<file path="src/rtl/seg_dyn_disp.sv">
// Six-digit multiplexed 7-segment driver showing an 8-bit value in decimal.
// Define LEAD_ZERO_BLANK_EN to blank leading zeros in hundreds/tens.
module seg_dyn_disp #(
  parameter logic [15:0] CNT_MAX = 16'd49_999
) (
  input  logic       sys_clk,
  input  logic       rst_n,
  input  logic [7:0] data,
  output logic [5:0] sel,
  output logic [7:0] seg
);

  typedef enum logic [1:0] {
    IDLE,
    SHIFT,
    DONE
  } state_t;

  state_t state;
  state_t state_nxt;

  logic [7:0]  data_q;
  logic [7:0]  last_conv;
  logic [7:0]  opnd;
  logic [11:0] bcd;
  logic [11:0] bcd_adj;
  logic [2:0]  bit_cnt;
  logic [3:0]  hun;
  logic [3:0]  ten;
  logic [3:0]  one;
  logic [15:0] scan_cnt;
  logic [2:0]  idx;
  logic        start;
  logic        hun_blank;
  logic        ten_blank;
  logic [3:0]  dig;
  logic        blank;
  logic [7:0]  seg_nxt;

  function automatic logic [3:0] dabble(
    input logic [3:0] n
  );
    return (n >= 4'd5) ? n + 4'd3 : n;
  endfunction

  function automatic logic [7:0] dec7(
    input logic [3:0] d
  );
    logic [7:0] s;
    case (d)
      4'd0:    s = 8'hC0;
      4'd1:    s = 8'hF9;
      4'd2:    s = 8'hA4;
      4'd3:    s = 8'hB0;
      4'd4:    s = 8'h99;
      4'd5:    s = 8'h92;
      4'd6:    s = 8'h82;
      4'd7:    s = 8'hF8;
      4'd8:    s = 8'h80;
      4'd9:    s = 8'h90;
      default: s = 8'hFF;
    endcase
    return s;
  endfunction

  assign start   = data_q != last_conv;
  assign bcd_adj = {dabble(bcd[11:8]),
                    dabble(bcd[7:4]),
                    dabble(bcd[3:0])};

  always_ff @(posedge sys_clk or negedge rst_n) begin
    if (!rst_n) state <= IDLE;
    else        state <= state_nxt;
  end

  always_comb begin
    state_nxt = state;
    case (state)
      IDLE:    if (start) state_nxt = SHIFT;
      SHIFT:   if (bit_cnt == 3'd7) state_nxt = DONE;
      DONE:    state_nxt = IDLE;
      default: state_nxt = IDLE;
    endcase
  end

  always_ff @(posedge sys_clk or negedge rst_n) begin
    if (!rst_n) begin
      data_q    <= '0;
      last_conv <= '0;
      opnd      <= '0;
      bcd       <= '0;
      bit_cnt   <= '0;
      hun       <= '0;
      ten       <= '0;
      one       <= '0;
    end else begin
      data_q <= data;
      case (state)
        IDLE: begin
          if (start) begin
            opnd      <= data_q;
            last_conv <= data_q;
            bcd       <= '0;
            bit_cnt   <= '0;
          end
        end
        SHIFT: begin
          {bcd, opnd} <= {bcd_adj, opnd} << 1;
          bit_cnt     <= bit_cnt + 3'd1;
        end
        DONE: begin
          hun <= bcd[11:8];
          ten <= bcd[7:4];
          one <= bcd[3:0];
        end
        default: ;
      endcase
    end
  end

  always_ff @(posedge sys_clk or negedge rst_n) begin
    if (!rst_n) begin
      scan_cnt <= '0;
      idx      <= '0;
    end else if (scan_cnt == CNT_MAX) begin
      scan_cnt <= '0;
      idx      <= (idx == 3'd5) ? 3'd0 : idx + 3'd1;
    end else begin
      scan_cnt <= scan_cnt + 16'd1;
    end
  end

`ifdef LEAD_ZERO_BLANK_EN
  assign hun_blank = hun == 4'd0;
  assign ten_blank = (hun == 4'd0) && (ten == 4'd0);
`else
  assign hun_blank = 1'b0;
  assign ten_blank = 1'b0;
`endif

  always_comb begin
    dig   = 4'd0;
    blank = 1'b1;
    unique case (idx)
      3'd0: begin
        dig   = one;
        blank = 1'b0;
      end
      3'd1: begin
        dig   = ten;
        blank = ten_blank;
      end
      3'd2: begin
        dig   = hun;
        blank = hun_blank;
      end
      default: ;
    endcase
    seg_nxt = blank ? 8'hFF : dec7(dig);
  end

  // sel and seg share one register stage so they always change together
  always_ff @(posedge sys_clk or negedge rst_n) begin
    if (!rst_n) begin
      sel <= 6'h3F;
      seg <= 8'hFF;
    end else begin
      sel <= ~(6'b1 << idx);
      seg <= seg_nxt;
    end
  end

endmodule

</file>
<file path="config.mk">
export PLATFORM = sky130hd
export DESIGN_NAME = seg_dyn_disp
export DESIGN_NICKNAME = d
export VERILOG_FILES = /design/src/rtl/seg_dyn_disp.sv
export SDC_FILE = /design/constraint.sdc
export NUM_CORES = 1
export LEC_CHECK = 0
export CAP_MARGIN = 20
export CORE_MARGIN = 1.5
export CORE_UTILIZATION = 50
export DETAILED_ROUTE_END_ITERATION = 10
export PLACE_DENSITY_LB_ADDON = 0.05
export SLEW_MARGIN = 5
export SYNTH_ARGS = -nofsm -noshare
export SYNTH_HDL_FRONTEND = slang
export SYNTH_SLANG_ARGS = --single-unit
</file>
<file path="constraint.sdc">
create_clock -name sys_clk -period 2.7 [get_ports sys_clk]
set_input_delay 0.54 -clock sys_clk [delete_from_list [all_inputs] [get_ports sys_clk]]
set_output_delay 0.54 -clock sys_clk [all_outputs]
set_load 0.01 [all_outputs]
</file>
==> impl_results.md <==
- Clock latency of the later-clocked register in the worst-skew pair: 0.36 ns
- Initial cell density of the core: 51.4%
- Main combinational cell family by area after synthesis: simple AND/OR/NAND/NOR gates
- Total of cells resized after clock tree synthesis: 0
- Number of I/O port buffers: 22
- Mux contribution to synthesized area: 7.33%
- Overall die area: 8400 um2
- Max-cap violations: 0
- Cell area after technology mapping: 3930 um2
- Crit start category: register
- TritonCTS clock tree: yes
- Post-synthesis share of cell area spent on and, or, nand and nor gates: 13.2%
- Routed wire per std cell: 13.6 um
- Xor and xnor fraction of the mapped netlist area: 5.80%
- Critical Path, Cell by Cell: xor2_1, nor4_1, a211oi_4, buf_4, buf_4, o31ai_1
- Commonest cells in the synthesized netlist: 72 x sky130_fd_sc_hd__dfrtp_1, 44 x sky130_fd_sc_hd__nand2_1, 18 x sky130_fd_sc_hd__nor2_1, 18 x sky130_fd_sc_hd__o21ai_0, 16 x sky130_fd_sc_hd__xor2_1
- Number of levels the H-tree was split into: 3
- CP max FO: 14
- Slew at the pin closest to its max-slew limit: 0.701 ns
- Drt total wl: 6520 um
- Outcome: completed
- Area share of the leading cell type in the synthesized netlist: 45.9%
- Global-route wire length before repair: 11,800 um
- Number of antenna violations at the first check in global routing: 0
- Share of the synthesized area in compound gates (AO/OA/AOI/OAI): 11.0%
- Areal power density over the cells: 980 nW/um2
- Layout cells sized above 1: 17.4%
- Setup skew after layout: 0.0132 ns
- Async set or reset register ratio after synthesis: 100%
- Core region area: 7650 um2
- Total clock buffers created by CTS: 9
- Setup Viol. Count Final: 0
- Number of nets at the end of the flow: 399
- Minimum hold slack: 0.157 ns
- Overall fraction of global-route tracks in use: 17.8%
- Top cells by area, synth: sky130_fd_sc_hd__dfrtp_1 46%, sky130_fd_sc_hd__dfstp_2 8.7%, sky130_fd_sc_hd__ha_1 4.8%
- Fill cell total of the finished layout: 667
- Startpoint of the most critical register-to-register path: data_q[0]
- Total number of vias: 2,498
- Final Slew Violations: 0
- Setup slack of the worst register-to-register path: 0.61 ns
- Final total negative setup slack: 0 ns
- Worst rel slew slack: 53.2%
- Clk root buf: sky130_fd_sc_hd__clkbuf_8
- Worst reg2reg path depth: 6
- Worst setup path start: data_q[0]
- Drt pass-1 iters: 4
- CTS max path bufs: 2
- Antenna Nets Post-Route: 0
- Average vias per placed instance: 5.19
- Critical Path Slowest Stage Cell: sky130_fd_sc_hd__nor4_1
- Synthesized-area fraction occupied by adder cells: 4.78%
- Cell taking the most area after synthesis: sky130_fd_sc_hd__dfrtp_1
- Most common cell on crit path: sky130_fd_sc_hd__buf_4
- Crit. End Element: register
- Overall die height: 91.6 um
- Most used standard cell by instance count after synthesis: sky130_fd_sc_hd__dfrtp_1
- Fraction of the yosys area taken by sequential cells: 54.6%
- Leading register cell type out of synthesis: sky130_fd_sc_hd__dfrtp_1
- PnR worst setup slack: 0.610 ns
- Max IR drop VDD: 0.000568 V
- Leakage: 1.96 nW
- DRC violation total after the first TritonRoute iteration: 105
- I/O pin count: 24
- Detailed placer's ending HPWL: 4430 um
- Pin count of the biggest net entering global routing: 45
- Kind of path behind the tightest hold check: in2async
- Via count of the first global-routing pass: 2,487
- Number of nets in the synthesized netlist: 374
- Data arrival time of the worst path: 2.35 ns
- Worst reg2reg endpoint: bcd[0]
- Number of enable-type register cells in the synthesized netlist: 0
- Stage delay of the slowest cell on the critical path: 0.57 ns
- Clock sink count: 85
- Cell count after synthesis: 349
- Cts hold-fix bufs: 0
- Area growth syn-to-layout: 13.2%
- Number of setup buffers added after CTS: 0
- Type of the worst setup path: reg2reg
- Crit path buf inv count: 2
- Number of hold violations in the final report: 0
- Synthesis Warnings: 0
- Mean cell area of the mapped netlist: 11.3 um2
- Final critical path time including I/O delays and setup: 2.09 ns
- Share of the clock period used by the worst path: 77.4%
- Cell variety after synth: 51
- Dpl ws: 0.669 ns
- Routability cong.: 0.831
- Placement row count: 32
- Achievable frequency: 0.479 GHz
- Kind of cell adding the most delay to the critical path: simple AND/OR/NAND/NOR gates
- Number of antenna diodes: 0
- Horizontal extent of the die: 91.6 um
- Setup repair after global routing missed its margin: false
- Required time at the endpoint of the critical path: 2.96 ns
- Number of register bits inferred by synthesis: 85
- Total overflow reported by the global router: 0
- Post-detailed-route DRC marker count: 0
- Clock-pin slew on the worst setup and hold paths: 0.09 ns
## area by class of cell
type | instances | area (um2) | share of cell area [%]
repair buffers | 28 | 288 | 6.47
inverters | 13 | 48.8 | 1.10
flip-flops and latches | 85 | 2140 | 48.2
multi-input cells | 237 | 1670 | 37.5
clock inverters | 7 | 48.8 | 1.10
clock buffers | 9 | 124 | 2.79
well taps | 102 | 128 | 2.87
## worst max path at each step
stage               cells past startpoint  slack (ns)     end
finish                                  6        0.61  bcd[0]
global route                            6        0.42  bcd[0]
CTS                                     6        0.59  bcd[0]
detailed placement                      9        0.67  seg[6]
global placement                        9        0.74  seg[6]
floorplan                              10        0.86  seg[6]
## cells in the final DEF, fill, tap and decap left out, drive strengths merged, types with 4 or more instances in the layout
master / netlist / final
inv: 13 / 15
nand2b: 6 / 6
o21ai: 31 / 31
nor4b: 4 / 4
nand2: 44 / 44
o22ai: 6 / 6
xor2: 16 / 16
xnor2: 10 / 10
buf: 6 / 7
clkinv: 0 / 4
clkbuf: 8 / 9
dfrtp: 72 / 72
mux2: 19 / 19
clkdlybuf4s50: 0 / 21
dfstp: 13 / 13
a22oi: 7 / 7
a21oi: 9 / 9
nand4: 4 / 4
nand3: 7 / 7
ha: 15 / 15
nor2: 20 / 20
mux2i: 4 / 4
## registers in the layout, indices dropped and copies added (netlist names), 3 cells and up
name and count:
sel 6, opnd 8, idx 3, data_q 8, one 4, hun 4
ten 4, bcd 12, scan_cnt 16, bit_cnt 3, seg 7, last_conv 8
## power breakdown
group / switching [mW] / total, mW / internal [mW]
logic: 0.832 / 1.64 / 0.805
registers: 0.242 / 1.91 / 1.67
clock network: 0.469 / 0.807 / 0.337
total: 1.54 / 4.36 / 2.81
## kinds of logic after synthesis
group / count (synthesis)
simple gates: 105
flops: 85
compound gates: 67
buf+inv: 27
xor+xnor: 26
mux: 23
fa+ha+maj: 15
other cells: 1
## routing by layer
| layer | GRT usage, % | vias up | wire (um) |
|---|---|---|---|
| met1 | 24.3 | 1213 | 3290 |
| li1 | - | 1246 | - |
| met4 | 4.56 | 0 | 45 |
| met5 | 0 | - | 0 |
| met2 | 27.5 | 33 | 2960 |
| met3 | 5.72 | 6 | 229 |
## worst register-to-register path: cells and delay by family (launching register included)
| kind | cells | cell delay (ns) |
|---|---|---|
| AO/OA/AOI/OAI | 2 | 0.45 |
| XOR/XNOR | 1 | 0.17 |
| buffers and inverters | 2 | 0.41 |
| flip-flops | 1 | 0.41 |
| AND/OR/NAND/NOR | 1 | 0.57 |
## metrics by stage
stage	instance area [um2]	utilization, %	instances	total power [mW]
3_3_place_gp	4270	55.9	465	3.56
5_1_grt	4450	58.1	481	4.72
3_5_place_dp	4270	55.9	465	3.59
4_1_cts	4450	58.1	481	4.42
2_1_floorplan	3930	-	349	3.14
6_report	4450	58.1	481	4.36
(Power assumes the default switching activity.)
